## src/rtl/reg_arbiter.sv

```systemverilog
// Two-port arbiter that serialises register-bank accesses. Each access is IDLE -> ISSUE (-> RESP for reads).
// Define ARB_FIXED_PRIO_EN to give port 0 fixed priority; by default ties go round-robin.
`timescale 1ns/1ps
module reg_arbiter #(
  parameter int ADDR_W = 6,
  parameter int DATA_W = 8
) (
  input  logic              clk,
  input  logic              rst_n,
  input  logic              req0,
  input  logic              req1,
  input  logic              we0,
  input  logic              we1,
  input  logic [ADDR_W-1:0] addr0,
  input  logic [ADDR_W-1:0] addr1,
  input  logic [DATA_W-1:0] wdata0,
  input  logic [DATA_W-1:0] wdata1,
  output logic              gnt0,
  output logic              gnt1,
  output logic [DATA_W-1:0] rdata0,
  output logic [DATA_W-1:0] rdata1,
  output logic              rvalid0,
  output logic              rvalid1,
  output logic              read,
  output logic              write,
  output logic [ADDR_W-1:0] addr,
  output logic [DATA_W-1:0] data_write,
  input  logic [DATA_W-1:0] data_read
);

  typedef enum logic [1:0] {IDLE, ISSUE, RESP} state_t;

  state_t            state, state_nxt;
  logic              pick;       // winning port index for this IDLE cycle
  logic              pick_we;
  logic [ADDR_W-1:0] pick_addr;
  logic [DATA_W-1:0] pick_wdata;
  logic              port;       // port owning the in-flight transfer
  logic              is_wr;

`ifdef ARB_FIXED_PRIO_EN
  assign pick = ~req0;
`else
  logic last;                    // index of the most recently granted port
  assign pick = (req0 && req1) ? ~last : req1;
`endif

  assign pick_we    = pick ? we1    : we0;
  assign pick_addr  = pick ? addr1  : addr0;
  assign pick_wdata = pick ? wdata1 : wdata0;

  always_comb begin
    state_nxt = state;
    case (state)
      IDLE:    if (req0 || req1) state_nxt = ISSUE;
      ISSUE:   state_nxt = is_wr ? IDLE : RESP;
      RESP:    state_nxt = IDLE;
      default: state_nxt = IDLE;
    endcase
  end

  always_ff @(posedge clk) begin
    if (!rst_n) begin
      state      <= IDLE;
      port       <= 1'b0;
      is_wr      <= 1'b0;
      gnt0       <= 1'b0;
      gnt1       <= 1'b0;
      read       <= 1'b0;
      write      <= 1'b0;
      rvalid0    <= 1'b0;
      rvalid1    <= 1'b0;
      rdata0     <= '0;
      rdata1     <= '0;
      addr       <= '0;
      data_write <= '0;
`ifndef ARB_FIXED_PRIO_EN
      last       <= 1'b1;
`endif
    end else begin
      state   <= state_nxt;
      gnt0    <= 1'b0;
      gnt1    <= 1'b0;
      read    <= 1'b0;
      write   <= 1'b0;
      rvalid0 <= 1'b0;
      rvalid1 <= 1'b0;
      case (state)
        IDLE: if (req0 || req1) begin
          // Strobe goes out on the same edge the request is latched.
          port  <= pick;
          is_wr <= pick_we;
          addr  <= pick_addr;
          if (pick_we) data_write <= pick_wdata;
          read  <= ~pick_we;
          write <= pick_we;
          gnt0  <= ~pick;
          gnt1  <= pick;
`ifndef ARB_FIXED_PRIO_EN
          last  <= pick;
`endif
        end
        RESP: begin
          if (port) begin
            rdata1  <= data_read;
            rvalid1 <= 1'b1;
          end else begin
            rdata0  <= data_read;
            rvalid0 <= 1'b1;
          end
        end
        default: ;
      endcase
    end
  end

endmodule

```

## config.mk

```make
export PLATFORM = sky130hd
export DESIGN_NAME = reg_arbiter
export DESIGN_NICKNAME = d
export VERILOG_FILES = /design/src/rtl/reg_arbiter.sv
export SDC_FILE = /design/constraint.sdc
export NUM_CORES = 1
export LEC_CHECK = 0
export ABC_CLOCK_PERIOD_IN_PS = 2400
export BUFFER_PORTS_ARGS = -buffer_cell sky130_fd_sc_hd__buf_4
export CAP_MARGIN = 20
export CORE_MARGIN = 4
export CORE_UTILIZATION = 40
export CTS_CLUSTER_DIAMETER = 40
export DETAILED_ROUTE_END_ITERATION = 10
export PLACE_DENSITY = 0.68
export SKIP_LAST_GASP = 1
export SLEW_MARGIN = 15
export SYNTH_ARGS = -nofsm -noshare
export SYNTH_HDL_FRONTEND = slang
export SYNTH_SLANG_ARGS = --single-unit
export TNS_END_PERCENT = 30
```

## constraint.sdc

```tcl
create_clock -name clk -period 2.4 [get_ports clk]
set_input_delay 0.48 -clock clk [delete_from_list [all_inputs] [get_ports clk]]
set_output_delay 0.48 -clock clk [all_outputs]
set_load 0.05 [all_outputs]
```

==> run summary <==
RSZ-0062 raised after global routing: no
Design Area, Final: 0.00239 mm2
Fillers: 377
Core region area: 0.00403 mm2
Die area: 0.00527 mm2
Num CTS Buffers: 5
Setup slack, reg-to-reg: 0.98 ns
Fin Setup TNS: 0 ns
R2R Path End: data_write[2]$_SDFFE_PN0P_
Tcrit/Tclk final: 0.590
H-tree Lvls: 2
IO Pins: 78
DP Area: 0.00228 mm2
Worst slew margin: 0.609
Slew Viols, Final: 0
Yosys Warn Count: 0
Share of cells above drive strength 1: 0.365
CP Class: flop to flop
Die span in x: 72.6 um
Starting Density: 0.415
Crit-path max FO: 25
Overflow left after global routing: 0
Main synth FF type: dfxtp_1
Clock Skew: 0.00903 ns
Bufs on Longest Clock Path: 2
GP Congestion: 0.735
Synth Register Bits: 41
Status: finished clean
Clk_lat worst skew: 0.29 ns
Starting DRT DRC Count: 77
Hold depth: 1
Worst Hold Path EP: state[1]$_SDFFE_PN0P_
Pin count of the biggest net entering global routing: 26
Ys async rst share: 0
Post-detail-place hpwl: 2910 um
Mean area per synthesized cell: 9.60 um2
LEAKAGE: 1.18 nW
Element type at the critical path end: flop
CTS tree: built
Initial antenna violation count: 0
Initial DRT Pass Iterations: 4
Final setup fails: 0
Hold Buf Count CTS: 0
Crit Reg-Reg Startpoint: state[1]$_SDFFE_PN0P_
Cells after synthesis: 174
Post-cts resize count: 0
PD cells: 715 mW/mm2
Post-route ant nets: 0
HP Start: is_wr$_SDFFE_PN0P_
WP data arrival: 1.60 ns
Clk sinks: 41
Nets: 293
Fin. Hold Viols: 0
Chip height: 72.6 um
Worst Tran Pin Value: 0.585 ns
Diode count: 0
Max Cap Viol: 0
DRT Wirelength: 4150 um
DR DRC count: 0
Area growth syn-to-layout: 43.2%
Num rows: 23
Root Buffer: clkbuf_8
HP Class: flop to flop
Via count: 1489
Number of synthesized flops with an enable pin: 0
R2R depth: 4
Total GRT Usage: 0.159
WL per Instance: 13.7 um
WP data required: 2.58 ns
Crit start category: flop
Vias per inst: 4.93
Vias in the first global route: 1474
Min Clock Period, post-route: 1.42 ns
VDD IR max: 0.352 mV
Cell area after synthesis: 0.00167 mm2
Post-synthesis sequential area ratio: 0.491
I/O Buffers: 77
Mapped Nets: 216
Global-route wire length before repair: 6670 um
Worst-path clk slew: 0.07 ns
Fmax: 706 MHz
Library cells used by synthesis: 26
Post-CTS Setup Repair Bufs: 0
==> per-layer routing <==
metal | GRT usage | vias up | part of all wire
li1 | - | 763 | -
met3 | 0.0386 | 6 | 0.051
met1 | 0.196 | 680 | 0.45
met5 | 0 | - | 0
met2 | 0.266 | 40 | 0.49
met4 | 0.0635 | 0 | 0.016
==> critical path, cell delays in order (launching register included) <==
cell and delay [ns]:
dfxtp_1 0.36, nor3_4 0.34, buf_4 0.32, o21ai_0 0.14, o211a_1 0.14
==> layout by cell type (no fill, tap or decap), types with 7 or more instances in the layout <==
cell type,n
o211a_1,8
dfxtp_1,41
buf_4,80
mux2i_1,16
o21a_1,8
a31oi_1,7
nor3b_1,16
nor2_1,21
nand2_1,17
o21ai_0,13
==> kinds of logic (layout without fill, tap and decap cells) <==
family / after synthesis / after routing / synth area share
buffers and inverters: 12 / 90 / 0.0419
AND/OR/NAND/NOR: 63 / 63 / 0.197
flip-flops: 41 / 41 / 0.491
AO/OA/AOI/OAI: 42 / 42 / 0.174
multiplexers: 16 / 16 / 0.0959
==> sequential cells by signal (all words and copies together) (netlist names), 2 cells and up <==
register and count:
rdata0 8, rdata1 8, state 2, addr 6, data_write 8
==> Yosys cell counts, types with 2 or more instances <==
library cell  count  area share
dfxtp_1          41        0.49
nor2_1           21       0.047
nand2_1          17       0.038
nor3b_1          17       0.076
mux2i_1          16       0.096
o21ai_0          13       0.039
o211a_1           8       0.048
o21a_1            8       0.036
a31oi_1           7       0.026
buf_2             5       0.015
a21oi_1           2      0.0060
buf_6             2       0.013
clkbuf_1          2      0.0045
nand2b_1          2      0.0075
o21ai_1           2      0.0060
==> worst max path at each step <==
stage	slack, ns	to	cells after the start	from
3_5_place_dp	0.76	data_write[7]$_SDFFE_PN0P_	6	req0
4_1_cts	0.99	data_write[2]$_SDFFE_PN0P_	4	state[1]$_SDFFE_PN0P_
5_1_grt	0.86	data_write[2]$_SDFFE_PN0P_	4	state[1]$_SDFFE_PN0P_
6_report	0.98	data_write[2]$_SDFFE_PN0P_	4	state[1]$_SDFFE_PN0P_
3_3_place_gp	0.75	data_write[7]$_SDFFE_PN0P_	6	req0
2_1_floorplan	1.05	data_write[6]$_SDFFE_PN0P_	5	req1
==> area by class of cell <==
type	instances	area (um2)	area share
clock buffers	7	86.3	0.0361
clock inverters	1	30.0	0.0126
inverters	2	7.51	0.00314
multi-input cells	121	785	0.328
flip-flops and latches	41	821	0.343
well taps	50	62.6	0.0262
repair buffers	80	601	0.251
==> through the flow <==
stage	power, mW	hold WS (ns)	std cells	setup slack (ns)	util
floorplan	1.02	0.392	174	1.05	-
global route	1.78	0.430	302	0.861	0.594
finish	1.71	0.421	302	0.984	0.594
CTS	1.73	0.421	302	0.986	0.594
global placement	1.16	0.405	294	0.751	0.565
detailed placement	1.16	0.405	294	0.755	0.565
==> where the power goes <==
part | switching, mW | internal (mW) | leakage (nW) | total, mW
Sequential | 0.0289 | 0.724 | 0.335 | 0.753
Clock | 0.229 | 0.339 | 0.0585 | 0.568
Combinational | 0.239 | 0.150 | 0.782 | 0.389
Total | 0.497 | 1.21 | 1.18 | 1.71
Power figures use the tool's default switching activity.
